`src/rtl/mc_pkg.sv`:
```
// Shared encodings for mem_ctrl_arbiter: FSM states, access-size codes and the IO window base.
package mc_pkg;

    typedef enum logic [1:0] {
        ST_IDLE   = 2'd0,
        ST_IF_RD  = 2'd1,
        ST_MEM_RD = 2'd2,
        ST_MEM_WR = 2'd3
    } mc_state_e;

    localparam logic [1:0] SIZE_1B  = 2'd0;
    localparam logic [1:0] SIZE_2B  = 2'd1;
    localparam logic [1:0] SIZE_ILL = 2'd2;
    localparam logic [1:0] SIZE_4B  = 2'd3;

    localparam logic [31:0] MC_IO_ADDR = 32'h0003_0000;

    // The reserved size code falls back to a full word access.
    function automatic logic [2:0] size_bytes(input logic [1:0] sz);
        logic [2:0] n;
        case (sz)
            SIZE_1B:  n = 3'd1;
            SIZE_2B:  n = 3'd2;
            SIZE_ILL: n = 3'd4;
            SIZE_4B:  n = 3'd4;
        endcase
        return n;
    endfunction

endpackage

```
`src/rtl/mem_ctrl_arbiter.sv`:
```
// Byte-serial RAM/IO port owner: MEM > IF priority, N-byte read done N+1 cycles after grant, write N.
// rdy_in low freezes everything; MC_IO_FULL_EN stalls IO-window stores while io_buffer_full is high.
module mem_ctrl_arbiter
    import mc_pkg::*;
#(
    parameter int                ADDR_W  = 32,
    parameter logic [ADDR_W-1:0] IO_ADDR = ADDR_W'(MC_IO_ADDR)
) (
    input  logic              clk_in,
    input  logic              rst_in,
    input  logic              rdy_in,
    input  logic              branch_or_not,
    input  logic              if_req,
    input  logic [ADDR_W-1:0] if_addr,
    output logic              if_done,
    output logic [31:0]       if_instru,
    input  logic              mem_req,
    input  logic              mem_we,
    input  logic [1:0]        mem_size,
    input  logic [ADDR_W-1:0] mem_addr,
    input  logic [31:0]       mem_wdata,
    output logic              mem_done,
    output logic [31:0]       mem_rdata,
    input  logic              io_buffer_full,
    input  logic [7:0]        ram_din,
    output logic [7:0]        ram_dout,
    output logic [ADDR_W-1:0] ram_a,
    output logic              ram_wr
);

    mc_state_e         state_q, state_d;
    logic [2:0]        cnt_q, cnt_d;
    logic [2:0]        nbytes_q, nbytes_d;
    logic [ADDR_W-1:0] addr_q, addr_d;
    logic [ADDR_W-1:0] cur_addr;
    logic [31:0]       wdata_q, wdata_d;
    logic [31:0]       buf_q, buf_d;
    logic [31:0]       lane_buf;
    logic [1:0]        lane_sel;
    logic              if_done_d, mem_done_d;
    logic [31:0]       if_instru_d, mem_rdata_d;
    logic              io_stall;

    assign cur_addr = addr_q + ADDR_W'(cnt_q);

`ifdef MC_IO_FULL_EN
    assign io_stall = (state_q == ST_MEM_WR) && io_buffer_full &&
                      ((cur_addr == IO_ADDR) || (cur_addr == IO_ADDR + ADDR_W'(4)));
`else
    logic unused_io_full;
    assign unused_io_full = io_buffer_full;
    assign io_stall       = 1'b0;
`endif

    // RAM data lags its address by one cycle, so counter value k lands byte k-1.
    always_comb begin
        lane_sel = cnt_q[1:0] - 2'd1;
        lane_buf = buf_q;
        case (lane_sel)
            2'd0: lane_buf[7:0]   = ram_din;
            2'd1: lane_buf[15:8]  = ram_din;
            2'd2: lane_buf[23:16] = ram_din;
            2'd3: lane_buf[31:24] = ram_din;
        endcase
    end

    always_comb begin
        state_d     = state_q;
        cnt_d       = cnt_q;
        nbytes_d    = nbytes_q;
        addr_d      = addr_q;
        wdata_d     = wdata_q;
        buf_d       = buf_q;
        if_done_d   = 1'b0;
        mem_done_d  = 1'b0;
        if_instru_d = if_instru;
        mem_rdata_d = mem_rdata;
        case (state_q)
            ST_IDLE: begin
                if (!if_done && !mem_done) begin
                    if (mem_req) begin
                        state_d  = mem_we ? ST_MEM_WR : ST_MEM_RD;
                        addr_d   = mem_addr;
                        wdata_d  = mem_wdata;
                        nbytes_d = size_bytes(mem_size);
                        cnt_d    = 3'd0;
                        buf_d    = '0;
                    end else if (if_req && !branch_or_not) begin
                        state_d  = ST_IF_RD;
                        addr_d   = if_addr;
                        nbytes_d = 3'd4;
                        cnt_d    = 3'd0;
                        buf_d    = '0;
                    end
                end
            end
            ST_IF_RD, ST_MEM_RD: begin
                if (state_q == ST_IF_RD && branch_or_not) begin
                    state_d = ST_IDLE;
                    cnt_d   = 3'd0;
                end else begin
                    if (cnt_q != 3'd0)
                        buf_d = lane_buf;
                    if (cnt_q == nbytes_q) begin
                        state_d = ST_IDLE;
                        cnt_d   = 3'd0;
                        if (state_q == ST_IF_RD) begin
                            if_done_d   = 1'b1;
                            if_instru_d = lane_buf;
                        end else begin
                            mem_done_d  = 1'b1;
                            mem_rdata_d = lane_buf;
                        end
                    end else begin
                        cnt_d = cnt_q + 3'd1;
                    end
                end
            end
            ST_MEM_WR: begin
                if (!io_stall) begin
                    if (cnt_q == nbytes_q - 3'd1) begin
                        state_d    = ST_IDLE;
                        cnt_d      = 3'd0;
                        mem_done_d = 1'b1;
                    end else begin
                        cnt_d = cnt_q + 3'd1;
                    end
                end
            end
            default: state_d = ST_IDLE;
        endcase
    end

    always_comb begin
        ram_a    = '0;
        ram_dout = '0;
        ram_wr   = 1'b0;
        case (state_q)
            ST_IF_RD, ST_MEM_RD: begin
                if (cnt_q < nbytes_q)
                    ram_a = cur_addr;
            end
            ST_MEM_WR: begin
                ram_a    = cur_addr;
                ram_dout = wdata_q[{cnt_q[1:0], 3'b000} +: 8];
                ram_wr   = rdy_in && !io_stall;
            end
            default: ;
        endcase
    end

    always_ff @(posedge clk_in or negedge rst_in) begin
        if (!rst_in) begin
            state_q   <= ST_IDLE;
            cnt_q     <= 3'd0;
            nbytes_q  <= 3'd0;
            addr_q    <= '0;
            wdata_q   <= '0;
            buf_q     <= '0;
            if_done   <= 1'b0;
            mem_done  <= 1'b0;
            if_instru <= '0;
            mem_rdata <= '0;
        end else if (rdy_in) begin
            state_q   <= state_d;
            cnt_q     <= cnt_d;
            nbytes_q  <= nbytes_d;
            addr_q    <= addr_d;
            wdata_q   <= wdata_d;
            buf_q     <= buf_d;
            if_done   <= if_done_d;
            mem_done  <= mem_done_d;
            if_instru <= if_instru_d;
            mem_rdata <= mem_rdata_d;
        end
    end

endmodule

```
`config.mk`:
```
export PLATFORM = sky130hd
export DESIGN_NAME = mem_ctrl_arbiter
export DESIGN_NICKNAME = d
export VERILOG_FILES = /design/src/rtl/mc_pkg.sv /design/src/rtl/mem_ctrl_arbiter.sv
export SDC_FILE = /design/constraint.sdc
export NUM_CORES = 1
export LEC_CHECK = 0
export ABC_AREA = 1
export BUFFER_PORTS_ARGS = -buffer_cell sky130_fd_sc_hd__buf_2
export CORE_MARGIN = 2
export CORE_UTILIZATION = 49
export DETAILED_ROUTE_END_ITERATION = 10
export PLACE_DENSITY = 0.75
export SYNTH_ARGS = -nofsm -noshare
export SYNTH_HDL_FRONTEND = slang
export SYNTH_SLANG_ARGS = --single-unit
export TNS_END_PERCENT = 10
```
`constraint.sdc`:
```
create_clock -name clk_in -period 2.4 [get_ports clk_in]
set_input_delay 0.48 -clock clk_in [delete_from_list [all_inputs] [get_ports clk_in]]
set_output_delay 0.48 -clock clk_in [all_outputs]
set_load 0.05 [all_outputs]
```
; ---- Word level (Yosys, flattened, before mapping)
; Index checks and enable logic that the tools add are counted.
[word_totals]
romBits = 0
latchBits = 0
ff_bits = 170
word_cells = 99
inputBits = 114
mem_bits_rw = 0
memories = 0
output_inout_bits = 107
[classes]
mul = 0
eq_ne = 17
shifts = 1
reduce_logical = 21
bitwise = 2
order_cmp = 1
n_addsub = 4
n_mux = 43
div = 0
[op_table]
columns = op, n
row1 = $mux W32, 8
row2 = $pmux W32 S2, 2
row3 = $mux W8, 5
row4 = $add A32 B3 Y32, 1
row5 = $shiftx A32 B6 Y8, 1
row6 = $mux W3, 8
row7 = $pmux W3 S3, 2
row8 = $reduce_and A5 Y1, 3
row9 = $eq A2 B2 Y1 const B, 6
row10 = $mux W2, 6
row11 = $mux W1, 10
row12 = $ne A2 B2 Y1 const B, 4
row13 = $reduce_and A4 Y1, 2
row14 = $eq A2 B1 Y1 const B, 3
row15 = $eq A3 B3 Y1, 2
row16 = $logic_not A2 Y1, 3
row17 = $ne A3 B3 Y1 const B, 2
row18 = $pmux W2 S3, 1
row19 = $reduce_and A6 Y1, 1
row20 = $reduce_bool A2 Y1, 2
row21 = $reduce_or A2 Y1, 2
row22 = $add A3 B1 Y3 const B, 1
row23 = $logic_and A1 B1 Y1, 3
row24 = $logic_not A1 Y1, 3
row25 = other kinds (7), 8

; ---- Longest topological paths before layout
; Gate-level depths: netlist (run 1).
[logic_depth]
word_depth = 6
ltp_mapped = 12
mapped_depth_nobuf = 11

; ---- Worst setup path after synthesis (run 1)
; Ideal clock, no wire load.
[synth_path]
kind = register to output
from = reg cnt_q[0]
to = out ram_a[14]
setup_slack_ns = -0.993
path_stages_with_launch = 11
required_time_ns = 1.920
path_buffers = 3
t_arrival_ns = 2.913
path_cell_list = dfrtp_1 -> clkbuf_1 -> inv_1 -> clkbuf_1 -> ha_1 -> nand3b_1 -> nand3_1 -> nand2_1 -> nand2_1 -> clkbuf_1 -> nor3b_1
[synth_between]
elab_chain_cells = 3
elab_cells_between_ends = 4
classes_between = 1 x add/sub / 1 x order compare / 2 x mux
[synth_rtl]
columns = element, line
row1 = start: declaration, mem_ctrl_arbiter.sv:32  ; logic [2:0] cnt_q, cnt_d;
row2 = start signal: assignment, mem_ctrl_arbiter.sv:166  ; cnt_q <= cnt_d;
row3 = $add A32 B3 Y32 / $lt A3 B3 Y1 (equally long branches), "mem_ctrl_arbiter.sv:44, mem_ctrl_arbiter.sv:140"
row4 = $mux W32, mem_ctrl_arbiter.sv:140  ; if (cnt_q < nbytes_q)
row5 = $pmux W32 S2 (*), mem_ctrl_arbiter.sv:138  ; case (state_q)
row6 = end: declaration, mem_ctrl_arbiter.sv:27  ; output logic [ADDR_W-1:0] ram_a,
; Every way passes the cells marked *; elsewhere a longest branch is shown, timed or not.

; ---- Worst setup path after layout (run 1)
[layout_path]
from = reg cnt_q[0]
to = out ram_a[20]
; Same word-level chain as after synthesis.

==> impl.org, run 1 <==
** Worst setup path
- Endpoint of the most critical setup path :: ram_a[20]
- Crit path max-delay cell type :: sky130_fd_sc_hd__dfrtp_2
- STA classifies the critical path endpoint as an output port.
- FF-to-FF End :: buf_q[17]$_DFFE_PN0P_
- The worst register-to-register path has a setup slack of 0.26 ns.
- In this design, the stage delay of the slowest critical-path cell is 0.45 ns.
- STA puts the critical path data required time at 1.92 ns.
- Critical Path Source Type :: flop
- Worst r2r path cells :: 8
- Top cell family by delay on the critical path :: simple AND/OR/NAND/NOR gates
- The critical path crosses 11 cells after its start point.
- The critical path is of the reg -> out type.
- In this run the critical register-to-register path is launched from state_q[1]$_DFFE_PN0P_.
- Walking the worst path, the cells encountered are ha_4 -> fa_2 -> nand2_2 -> nand2_4 -> nand2_4 -> nor2_4 -> and2_4 -> nand2_1 -> nand2_1 -> nor2_2 -> buf_6.
- In this run the worst path has a maximum fanout of 5.
- Buf+Inv Stages, Crit Path :: 1
- At the worst endpoint, the arrival time is 2.25 ns.
- In this run the worst setup path begins at cnt_q[0]$_DFFE_PN0P_.

** Synthesis
- Counting distinct cell types in the post-synthesis netlist gives 32.
- Of the total synthesized cell area, the portion taken by full adders, half adders and majority gates is 0.02351.
- Proportion of synthesized area in mux cells :: 0.04079
- Largest family of logic cells by synthesized area :: simple AND/OR/NAND/NOR gates
- Fraction of the mapped netlist area in compound gates :: 0.1038
- Average cell area after synthesis :: 7.681 um^2
- Of the total synthesized cell area, the portion taken by AND, OR, NAND and NOR gates is 0.2690.
- For this run, the register share of the synthesized area comes to 0.4816.
- Counting every net in the synthesized netlist gives 1280.
- Of the total synthesized cell area, the portion taken by XOR and XNOR cells is 0.003966.
- During synthesis, Yosys emitted a total of 0 warnings.
- Yosys reg bits :: 170
- Netlist area before placement :: 8833 um^2
- The cell count after synthesis came out at 1150.

** Timing
- Based on the critical path, the design can be clocked at up to 0.3656 GHz.
- Setup violations remaining at the end of the flow were counted as 32.
- Accumulated negative setup slack :: -7.338 ns
- The number of hold-slack violations in the final timing report came to 0.
- At the pin with the least slew margin, the transition time is 0.5456 ns.
- Setup repair after global routing missed its margin :: yes
- After layout, the minimum clock period comes to 2.735 ns.
- The clock arrives with 0.01397 ns of skew.
- The final max-slew violation count is 0.
- Once routing completed, OpenROAD measured the worst setup slack at -0.3350 ns.
- Crit share post-route :: 1.140
- Remaining max-slew budget at the tightest pin :: 0.6324

** Clocking
- In this run the number of H-tree levels came out at 4.
- CTS buffer count :: 17
- Clock insertion delay at the later pin of the skew report :: 0.44 ns
- Master cell of the clock root buffer :: sky130_fd_sc_hd__clkbuf_16
- Clock Sinks :: 170
- Counting along the longest clock path gives a buffer depth of 2.
- After clock tree synthesis, the clock-pin slew on the worst setup and hold paths is 0.07 ns.
- Clock tree from TritonCTS :: built

** Global route
- Vias in the first global route :: 8057
- Maximum number of pins on one net before global-route repair :: 70
- GRT overflow :: 0
- Across every metal layer, demand over resource in global routing totals 0.2582.
- The number of antenna violations at the first check in global routing came to 0.
- Wire length of the first global-routing pass :: 40.16 mm

** Pwr
- For this design the total switching power over the nets is 8.711 mW.
- IR analysis of the VDD net gives a maximum drop of 1.177 mV.
- Of the total power, combinational logic draws 0.553.
- Design internal power :: 8.610 mW
- For this design the static power due to leakage is 5.754 nW.
- Clock power share :: 0.158
- Switching power as a share of total power :: 0.5029
- The share of total power dissipated in sequential elements is 0.289.
- The design draws 17.32 mW.
- Power Dens Cells :: 1493 nW/um^2

** Drt
- Vias per cell :: 5.287
- Dividing the detail-routed wire length by the instance count gives 15.38 um.
- Detailed router's first-iteration violation count :: 654
- After detailed routing, the total wire length is 24.92 mm.
- DRC violation count after routing :: 0
- For this block, the via count after detailed routing is 8565.
- Pre-Repair DR Iteration Count :: 5
- Final ANT Viol Nets :: 0

** Flow run
- Across the run, the number of max-cap violations was 0.

** Floorplan
- Site row count :: 49
- Core region area :: 17840 um^2
- Initial cell density of the core :: 0.4951
- Die Area :: 19120 um^2
- DIE WIDTH :: 138.3 um
- In this run the count of I/O pins placed on the die edge is 221.
- In this run the vertical extent of the chip is 138.3 um.

** Layout
- Compared with the post-synthesis result, the final layout area differs by 31.30%.
- Most frequent cells in the layout :: sky130_fd_sc_hd__nand2_1, sky130_fd_sc_hd__buf_2, sky130_fd_sc_hd__dfrtp_1, sky130_fd_sc_hd__nor2_1, sky130_fd_sc_hd__o21ai_0
- The final layout contains 1508 nets.
- Fraction of final layout cells with drive strength greater than 1 :: 0.2919
- Antenna cells :: 0
- Fin util :: 0.6501
- Commonest non-fill, non-tap cell in the layout :: sky130_fd_sc_hd__nand2_1

** Place
- Routability-driven placement congestion ratio :: 0.9361
- DP HPWL :: 17.22 mm
- Port Buffer Count :: 219

** Outcome
- The checks that failed: setup timing.
- The flow ran to the end, but the final reports show violations.

** Min path
- The path class of the tightest hold or removal check is in -> reg.
-- area by class of cell --
cell class	count	area, um^2
inverter	118	450.4
clock buffer	18	429.2
timing repair buffer	261	1767
tap	229	286.5
sequential	170	4258
fill	1554	6242
clock inverter	14	152.6
multi-input combinational	810	4255
-- cell usage after synthesis --
cell type	instances	area (um^2)
sky130_fd_sc_hd__nand2_1	356	1336
sky130_fd_sc_hd__dfrtp_1	170	4254
sky130_fd_sc_hd__nor2_1	145	544.3
sky130_fd_sc_hd__inv_1	114	427.9
sky130_fd_sc_hd__o21ai_0	113	565.5
sky130_fd_sc_hd__nand4_1	36	225.2
sky130_fd_sc_hd__a31oi_1	34	212.7
sky130_fd_sc_hd__mux2_2	32	360.4
sky130_fd_sc_hd__clkbuf_1	28	105.1
sky130_fd_sc_hd__nand3_1	26	130.1
sky130_fd_sc_hd__buf_2	23	115.1
sky130_fd_sc_hd__a21oi_1	18	90.09
sky130_fd_sc_hd__ha_1	15	187.7
sky130_fd_sc_hd__nor3_1	8	40.04
sky130_fd_sc_hd__nor3b_1	4	30.03
sky130_fd_sc_hd__o21ai_1	4	20.02
sky130_fd_sc_hd__nor2_2	3	18.77
sky130_fd_sc_hd__xor2_1	3	26.28
sky130_fd_sc_hd__and2_1	2	12.51
sky130_fd_sc_hd__buf_4	2	15.01
sky130_fd_sc_hd__clkinv_1	2	7.510
sky130_fd_sc_hd__inv_2	2	7.510
sky130_fd_sc_hd__a211oi_1	1	7.510
sky130_fd_sc_hd__clkbuf_2	1	5.000
sky130_fd_sc_hd__fa_1	1	20.02
sky130_fd_sc_hd__nand3b_1	1	7.510
sky130_fd_sc_hd__nor3_2	1	10.01
sky130_fd_sc_hd__nor4_4	1	21.27
sky130_fd_sc_hd__o211ai_1	1	7.510
sky130_fd_sc_hd__o21a_1	1	7.510
sky130_fd_sc_hd__o22ai_1	1	6.260
sky130_fd_sc_hd__xnor2_1	1	8.760
-- flip-flops by register name, indices dropped and copies added, names as in the netlist --
register and flops:
addr_q 32, buf_q 32, if_instru 32, mem_rdata 32
wdata_q 32, cnt_q 3, nbytes_q 3, state_q 2
if_done 1, mem_done 1
-- metal layers --
layer,vias to the layer above,wire (um),global-route usage
met5,-,0,0
met1,4067,10830,0.3584
met2,313,11780,0.4088
met4,0,505,0.07734
li1,4139,-,-
met3,46,1800,0.05888
-- power by group through the flow --
stage / Sequential (mW) / Clock (mW) / Combinational (mW)
after global routing: 5.15 / 2.90 / 10.3
after detailed placement: 5.00 / 0 / 8.65
after floorplan: 6.39 / 0 / 4.92
after CTS: 4.97 / 2.78 / 9.13
final: 5.00 / 2.74 / 9.58
after global placement: 4.95 / 0 / 8.50
-- worst min-delay path by stage --
stage	start	to	slack, ns	cells after the start
after CTS	mem_size[0]	nbytes_q[0]$_DFFE_PN0P_	0.23	2
after floorplan	rst_in	addr_q[0]$_DFFE_PN0P_	0.18	0
after detailed placement	rst_in	if_instru[13]$_DFFE_PN0P_	0.43	1
after global routing	mem_size[0]	nbytes_q[0]$_DFFE_PN0P_	0.24	2
after global placement	rst_in	if_instru[13]$_DFFE_PN0P_	0.42	1
final	mem_size[0]	nbytes_q[0]$_DFFE_PN0P_	0.25	2
-- kinds of logic (layout without fill, tap and decap cells) --
logic type / Yosys count / count (layout)
simple gates: 583 / 585
flops: 170 / 170
mux: 32 / 32
fa+ha+maj: 16 / 16
xor+xnor: 4 / 4
compound gates: 173 / 173
buf+inv: 172 / 411
-- per-stage QoR --
stage,hold WS [ns],std cells,setup slack [ns],area (um^2)
2_1_floorplan,0.1844,1150,-0.1160,8989
6_report,0.2533,1620,-0.3350,11600
5_1_grt,0.2358,1620,-0.4405,11600
4_1_cts,0.2330,1614,-0.2908,11360
3_5_place_dp,0.4277,1578,-0.1096,10460
3_3_place_gp,0.4225,1578,-0.03612,10460
-- what timing repair did --
| action | in CTS | in global routing |
|---|---|---|
| hold buffers | 1 | 0 |
| gates resized for setup | 88 | 41 |
| gates cloned | 2 | 2 |
| hold endpoints to repair | 37 | 0 |
| setup buffers | 1 | 4 |
| pin swaps | 5 | 8 |
| endpoints found under the setup margin | 40 | 40 |
No activity file was read; power rests on OpenSTA's default activity.
==> inputs of run 2 (changes only) <==
- CTS_CLUSTER_SIZE: unset -> 10
- PLACE_DENSITY: 0.75 -> unset
- PLACE_DENSITY_LB_ADDON: unset -> 0.15
==> run 2 against run 1 <==
  * The run still ends with setup timing left
  * Clock skew fell by 0.0026 ns
  * Via count is 1.7% lower
  * Wire length decreased by 0.73%
  * First-iteration DRC count down 13%
  * Final area is 0.17% higher
  * Register-to-register slack hardly changed
  * Worst hold slack better by 0.0040 ns
  * Maximum frequency down 0.15%
  * Critical endpoint unchanged
  * Highest routed layer unchanged
==> impl.org, run 2 (synthesis gave the netlist of run 1 again) <==
** Timing
- Number of max-slew violations in the final report :: 0 (unchanged)
- Setup repair after global routing could not meet its margin everywhere.
- Skew final :: 0.01133 ns (-0.002643 ns)
- The total setup violations reported at the end of the flow was 32 (unchanged).
- The max-slew headroom at the worst pin was 0.6484 (+0.01591).
- Hold Fails Final Rpt :: 0 (unchanged)
- The post-route fraction of the period consumed by the critical path was 1.141 (+0.001699).
- The final critical-path required period was 2.739 ns (+0.004078 ns).
- Transition at the pin with the smallest max-transition slack :: 0.5220 ns (-0.02362 ns)
- Slack of the critical path :: -0.3390 ns (-0.004078 ns)
- Achievable frequency :: 0.3651 GHz (-0.15%)

** Drt
- Detailed router's first-iteration violation count :: 570 (-13%)
- Vias per cell :: 5.190 (-1.8%)
- Wire length after detailed routing :: 24.74 mm (-0.73%)
- Final ANT Viol Nets :: 0 (unchanged)
- DRC violation count after routing :: 0 (unchanged)
- The final routed wire length divided by cell count was 15.24 um (-0.91%).
- Pre-Repair DR Iteration Count :: 5 (unchanged)
- Via Count :: 8423 (-1.7%)

** Outcome
- Failing checks :: setup timing
- The flow ran to the end, but the final reports show violations.

** Place
- The detailed placement HPWL is 17.15 mm (-0.41%).
- Number of placed instances, taps included :: 1586 (+0.51%)
- The post-place setup slack was -0.06584 ns (+0.04377 ns).
- DP Area :: 10530 um^2 (+0.69%)
- Port Buffer Count :: 219 (unchanged)
- The final weighted congestion of routability-driven global placement came to 0.9491 (+1.4%).

** Floorplan
- Initial cell density of the core :: 0.4951 (unchanged)
- Site row count :: 49 (unchanged)
- The area of the core is 17840 um^2 (unchanged).
- Height of the die :: 138.3 um (unchanged)
- DIE WIDTH :: 138.3 um (unchanged)
- The die area came to 19120 um^2 (unchanged).
- Num ports :: 221 (unchanged)

** Layout
- Post-route standard cell area excluding fillers :: 11620 um^2 (+0.17%)
- Total Nets Final :: 1513 (+0.33%)
- Area taken by multi-input logic gates :: 4202 um^2 (-1.3%)
- The storage element area was 4257 um^2 (about the same).
- The top cell types in the final layout, fill and taps aside, are sky130_fd_sc_hd__nand2_1, sky130_fd_sc_hd__buf_2, sky130_fd_sc_hd__dfrtp_1, sky130_fd_sc_hd__nor2_1, sky130_fd_sc_hd__o21ai_0.
- Area added between synthesis and finish :: 31.53%
- Commonest non-fill, non-tap cell in the layout :: sky130_fd_sc_hd__nand2_1
- The number of diodes was 0 (unchanged).
- Final non-filler cell total :: 1623 (+0.19%)
- The share of the core filled with cells in the final layout was 0.6512 (+0.001122).
- The fraction of layout cells with a size suffix above 1 was 0.2862 (-0.005650).
- The fill cell total of the finished layout is 1584 (+1.9%).

** Worst setup path
- Reg-to-reg startpoint :: state_q[1]$_DFFE_PN0P_
- Critical Path Source Type :: flop
- Worst Path Required :: 1.92 ns (about the same)
- Critical path, cell by cell :: ha_4 -> fa_2 -> nand2_2 -> nand2_4 -> nand2_4 -> nor2_4 -> and2_4 -> nand2_1 -> nand2_1 -> nor2_2 -> buf_6
- The reg-to-reg setup timing slack came to 0.27 ns (about the same).
- Critical path capture point type :: output port
- Endpoint of the most critical setup path :: ram_a[20]
- In this run the worst setup path begins at cnt_q[0]$_DFFE_PN0P_.
- Arr. time, crit path :: 2.26 ns (about the same)
- The worst register-to-register path ends at buf_q[22]$_DFFE_PN0P_.
- The critical path is of the reg -> out type.
- The biggest fanout along the worst timing path was 10 (+5).
- Worst r2r path cells :: 8 (unchanged)
- The critical path's largest stage delay is 0.44 ns (about the same).
- Crit path max-delay cell type :: sky130_fd_sc_hd__dfrtp_2

** Pwr
- Power Dens Cells :: 1490 nW/um^2 (-0.19%)
- Overall power of the completed layout :: 17.32 mW (about the same)
- Worst voltage drop across the vdd grid :: 0.9899 mV (-16%)
- P_leak :: 5.786 nW (+0.56%)

** Global route
- The largest net degree at the start of global routing is 65 (-7.1%).
- The total congestion overflow after global routing came to 0 (unchanged).
- Vias in the first global route :: 7863 (-2.4%)
- The all-layer global routing usage came to 0.2588 (+0.0005994).
- The number of antenna violations at the first check in global routing is 0 (unchanged).
- Wire length of the first global-routing pass :: 40.00 mm (-0.41%)

** Clocking
- Deepest level of the CTS H-tree :: 4 (unchanged)
- The clock insertion delay at the later pin of the skew report came to 0.43 ns (about the same).
- Clock tree from TritonCTS :: built
- Reg clk slew, reported paths :: 0.06 ns (about the same)
- Clock Sinks :: 170 (unchanged)
- CTS buffer count :: 17 (unchanged)
- The tree is rooted in a sky130_fd_sc_hd__clkbuf_16.
- Deepest clock path buffer count :: 2 (unchanged)

** Min path
- Path type of the worst min-delay path :: in -> reg

** Flow run
- The count of max-cap constraint violations was 0 (unchanged).
-- run 2: cell count changes in the layout (fill, tap and decap cells not counted), moves of 2 or more --
cell / previous run / this run
sky130_fd_sc_hd__nor2_2: 29 / 24
sky130_fd_sc_hd__inv_8: 3 / 1
sky130_fd_sc_hd__clkbuf_16: 19 / 17
sky130_fd_sc_hd__nand3_2: 1 / 4
sky130_fd_sc_hd__nor2_1: 116 / 118
sky130_fd_sc_hd__ha_4: 4 / 2
sky130_fd_sc_hd__nand2_1: 343 / 349
sky130_fd_sc_hd__nand2_4: 5 / 3
sky130_fd_sc_hd__nand2_2: 8 / 4
sky130_fd_sc_hd__ha_1: 11 / 13
sky130_fd_sc_hd__buf_4: 38 / 41
sky130_fd_sc_hd__nand3_1: 24 / 21
-- run 2: cell type report --
type,instances,area share
flip-flops and latches,170,0.3664
well taps,229,0.02466
clock inverters,11,0.01163
multi-input cells,808,0.3616
inverters,118,0.03898
clock buffers,19,0.03812
repair buffers,268,0.1586
-- run 2: stage by stage --
| stage | hold slack, ns | TNS, ns |
|---|---|---|
| finish | 0.2573 | -6.993 |
| global route | 0.2602 | -10.60 |
| detailed placement | 0.4352 | -0.2392 |
| CTS | 0.2431 | -7.179 |
| floorplan | 0.1844 | -1.817 |
| global placement | 0.4305 | -0.1770 |
-- run 2: worst max-delay path: cells and delay by family (launching register included) --
family,cells,cell delay (ns)
buf+inv,1,0.18
flops,1,0.44
simple gates,8,0.69
fa+ha+maj,2,0.52
-- run 2: routing by layer --
layer	share of wire	GRT usage
met1	0.46	0.3715
met2	0.47	0.4033
met3	0.061	0.05750
met4	0.012	0.06445
met5	0	0
-- run 2: power breakdown --
group | internal (mW) | switching (mW) | leakage [nW]
Sequential | 4.11 | 0.845 | 2.13
Clock | 1.57 | 1.17 | 0.279
Combinational | 3.07 | 6.55 | 3.38
-- run 2: how the worst min path moves through the flow --
stage | from | to | slack [ns] | cells after the start
floorplan | rst_in | addr_q[0]$_DFFE_PN0P_ | 0.18 | 0
global placement | rst_in | if_instru[12]$_DFFE_PN0P_ | 0.43 | 1
detailed placement | rst_in | if_instru[13]$_DFFE_PN0P_ | 0.44 | 1
CTS | mem_size[0] | nbytes_q[0]$_DFFE_PN0P_ | 0.24 | 2
global route | mem_size[0] | nbytes_q[0]$_DFFE_PN0P_ | 0.26 | 2
finish | mem_size[0] | nbytes_q[0]$_DFFE_PN0P_ | 0.26 | 2
-- run 2: what timing repair did --
| action | 4_1_cts | 5_1_grt |
|---|---|---|
| endpoints found under the hold margin | 38 | 0 |
| endpoints found under the setup margin | 40 | 40 |
| gates cloned | 2 | 0 |
| pin swaps | 13 | 7 |
| buffers inserted | 3 | 1 |
| hold buffers | 1 | 0 |
| resized for setup | 107 | 16 |
==> inputs of run 3 (changes only) <==
- GPL_TIMING_DRIVEN: unset -> 0
==> run 3 against run 2 <==
  * The flow still finishes with violations (setup timing)
  * Flip-flop and latch count stayed put
  * Largest cell class is now multi-input gates
  * Wire length is 7.2% higher
  * Worst setup slack worse by 0.076 ns
  * Largest power group unchanged
  * Via count is 4.0% higher
==> impl.org, run 3 (synthesis gave the netlist of run 1 again) <==
** Global route
- The largest net degree at the start of global routing is 120 (+85%).
- Total global-route track usage :: 0.2726 (+0.01384)
- Vias in the first global route :: 8157 (+3.7%)
- Number of antenna violations at the first check in global routing :: 2 (+2)
- The total congestion overflow after global routing came to 0 (unchanged).
- The first-pass GRT wire length was 41.90 mm (+4.8%).

** Layout
- Commonest non-fill, non-tap cell in the layout :: sky130_fd_sc_hd__nand2_1
- Most frequent cells in the layout :: sky130_fd_sc_hd__nand2_1, sky130_fd_sc_hd__buf_2, sky130_fd_sc_hd__dfrtp_1, sky130_fd_sc_hd__nor2_1, sky130_fd_sc_hd__inv_1
- FILL cells :: 1508 (-4.8%)
- Total Nets Final :: 1538 (+1.7%)
- Fraction of final layout cells with drive strength greater than 1 :: 0.2991 (+0.01286)
- Area added between synthesis and finish :: 34.01%

** Drt
- Vias per cell :: 5.304 (+2.2%)
- The final routed wire length divided by cell count was 16.06 um (+5.3%).
- The length of the first detailed-routing pass in iterations is 5 (unchanged).
- Wire length after detailed routing :: 26.51 mm (+7.2%)
- The number of vias after detailed routing came to 8757 (+4.0%).
- Final ANT Viol Nets :: 0 (unchanged)
- The number of remaining DRC errors is 0 (unchanged).
- Detailed router's first-iteration violation count :: 598 (+4.9%)

** Worst setup path
- The worst setup path is of the reg -> out kind.
- Maximum fanout encountered on the critical timing path :: 5 (-5)
- Crit path max-delay cell type :: sky130_fd_sc_hd__dfrtp_2
- In this run the worst setup path begins at cnt_q[0]$_DFFE_PN0P_.
- Arr. time, crit path :: 2.34 ns (+0.08 ns)
- Reg-to-reg startpoint :: cnt_q[0]$_DFFE_PN0P_
- Critical path capture point type :: output port
- The critical path's largest stage delay is 0.45 ns (about the same).
- The required time of the critical path was 1.92 ns (about the same).
- The worst setup path is launched from a flop.
- Walking the worst path, the cells encountered are buf_8 -> inv_8 -> clkbuf_16 -> ha_4 -> nand3b_1 -> nand3_1 -> nand2_2 -> nand2_4 -> inv_8 -> buf_8 -> nand2_2 -> nor2_4 -> buf_6.

** Floorplan
- Height of the die :: 138.3 um (unchanged)
- Die Area :: 19120 um^2 (unchanged)
- Site row count :: 49 (unchanged)
- The number of top-level pins came to 221 (unchanged).
- The die extent in x was 138.3 um (unchanged).
- The area of the core is 17840 um^2 (unchanged).
- Initial cell density of the core :: 0.4951 (unchanged)

** Clocking
- The number of buffers on the longest clock path came to 2 (unchanged).
- Master cell of the clock root buffer :: sky130_fd_sc_hd__clkbuf_16
- Clock insertion delay at the later pin of the skew report :: 0.43 ns (about the same)
- Clock tree from TritonCTS :: built
- CTS buffer count :: 17 (unchanged)
- Clock Sinks :: 170 (unchanged)
- Deepest level of the CTS H-tree :: 4 (unchanged)
- The CTS clock-pin slew for the worst setup and hold paths came to 0.07 ns (about the same).

** Timing
- The max-slew headroom at the worst pin is 0.5108 (-0.1376).
- Final setup vio count :: 67 (+110%)
- Transition at the pin with the smallest max-transition slack :: 0.7284 ns (+0.2064 ns)
- The post-route fraction of the period consumed by the critical path came to 1.173 (+0.03171).
- Setup repair after global routing missed its margin :: yes
- The number of hold-slack violations in the final timing report was 0 (unchanged).
- The final max-slew violation count is 0 (unchanged).
- Achievable frequency :: 0.3552 GHz (-2.7%)
- The clock skew came to 0.01053 ns (-0.0007986 ns).
- Slack of the critical path :: -0.4151 ns (-0.07611 ns)
- Final critical path time including I/O delays and setup :: 2.815 ns (+0.07611 ns)

** Min path
- The worst hold path belongs to the class in -> reg.
- Beginning of the worst hold path :: mem_size[0]

** Place
- Port Buffer Count :: 218 (-0.46%)
- DP HPWL :: 18.85 mm (+9.9%)
- The final weighted congestion of routability-driven global placement came to 0.9117 (-3.9%).
- Post-place setup slack :: -0.4977 ns (-0.4319 ns)

** Pwr
- The static leakage is 5.887 nW (+1.7%).
- The worst-case vdd ir drop is 0.9831 mV (-0.68%).
- Power Dens Cells :: 1500 nW/um^2 (+0.62%)
- The total design power came to 17.75 mW (+2.5%).

** Outcome
- The flow ran to the end, but the final reports show violations.
- The checks that failed: setup timing.

** Flow run
- The count of max-cap constraint violations is 0 (unchanged).
-- run 3: routing by layer --
| metal | vias up | share of wire | track usage | routed length, um |
|---|---|---|---|---|
| li1 | 4217 | - | - | - |
| met1 | 4172 | 0.44 | 0.3913 | 11770 |
| met2 | 323 | 0.46 | 0.4184 | 12270 |
| met3 | 43 | 0.075 | 0.06651 | 1984 |
| met4 | 2 | 0.018 | 0.07197 | 470 |
| met5 | - | 0.00026 | 0 | 7 |
-- run 3: cell type report --
type | instances | area, um^2 | area share
Multi-Input combinational cell | 809 | 4378 | 0.3698
Sequential cell | 170 | 4258 | 0.3597
Timing Repair Buffer | 238 | 1539 | 0.1300
Inverter | 118 | 464.2 | 0.03921
Clock buffer | 18 | 429.2 | 0.03625
Buffer | 54 | 345.3 | 0.02917
Tap cell | 229 | 286.5 | 0.02420
Clock inverter | 14 | 135.1 | 0.01142
Antenna cell | 1 | 2.502 | 0.0002114
-- run 3: per-stage QoR --
| step | hold slack (ns) | std cells | util | TNS [ns] | instance area [um^2] |
|---|---|---|---|---|---|
| after CTS | 0.2433 | 1645 | 0.6519 | -11.63 | 11630 |
| final | 0.2469 | 1651 | 0.6635 | -12.24 | 11840 |
| after detailed placement | 0.4157 | 1598 | 0.5831 | -50.00 | 10400 |
| after global placement | 0.4496 | 1597 | 0.5810 | -362.42 | 10370 |
| after global routing | 0.2581 | 1651 | 0.6635 | -21.53 | 11840 |
| after floorplan | 0.1844 | 1150 | - | -1.817 | 8989 |
-- run 3: timing repair --
action                                 CTS  global route
gates resized for setup                156            44
pin swaps                               24            18
buffers inserted                        10             5
hold buffers                             1             0
setup endpoints to repair              137           132
endpoints found under the hold margin   51             0
gates cloned                             4             0
-- run 3: report_power, final --
| group | total, mW | internal (mW) | leakage, nW | switching (mW) |
|---|---|---|---|---|
| sequential | 5.03 | 4.11 | 2.13 | 0.918 |
| clock | 2.67 | 1.45 | 0.275 | 1.22 |
| combinational | 10.1 | 3.20 | 3.49 | 6.85 |
| total | 17.8 | 8.77 | 5.89 | 8.98 |
-- run 3: critical path, delay by kind of cell, from the launching register on --
family        cells  cell delay (ns)
flops             1             0.45
fa+ha+maj         1             0.11
simple gates      6             0.62
buf+inv           6             0.74
-- run 3: path summary, 6_finish.rpt --
kind	cells past startpoint	to	slack (ns)
max in group asynchronous	3	cnt_q[2]$_DFFE_PN0P_	0.92
worst min register to register	2	if_instru[28]$_DFFE_PN0P_	0.47
worst max register to register	9	mem_rdata[27]$_DFFE_PN0P_	-0.09
worst max-delay path	13	ram_a[30]	-0.42
min in group asynchronous	2	if_instru[8]$_DFFE_PN0P_	0.54
worst min-delay path	2	nbytes_q[0]$_DFFE_PN0P_	0.25
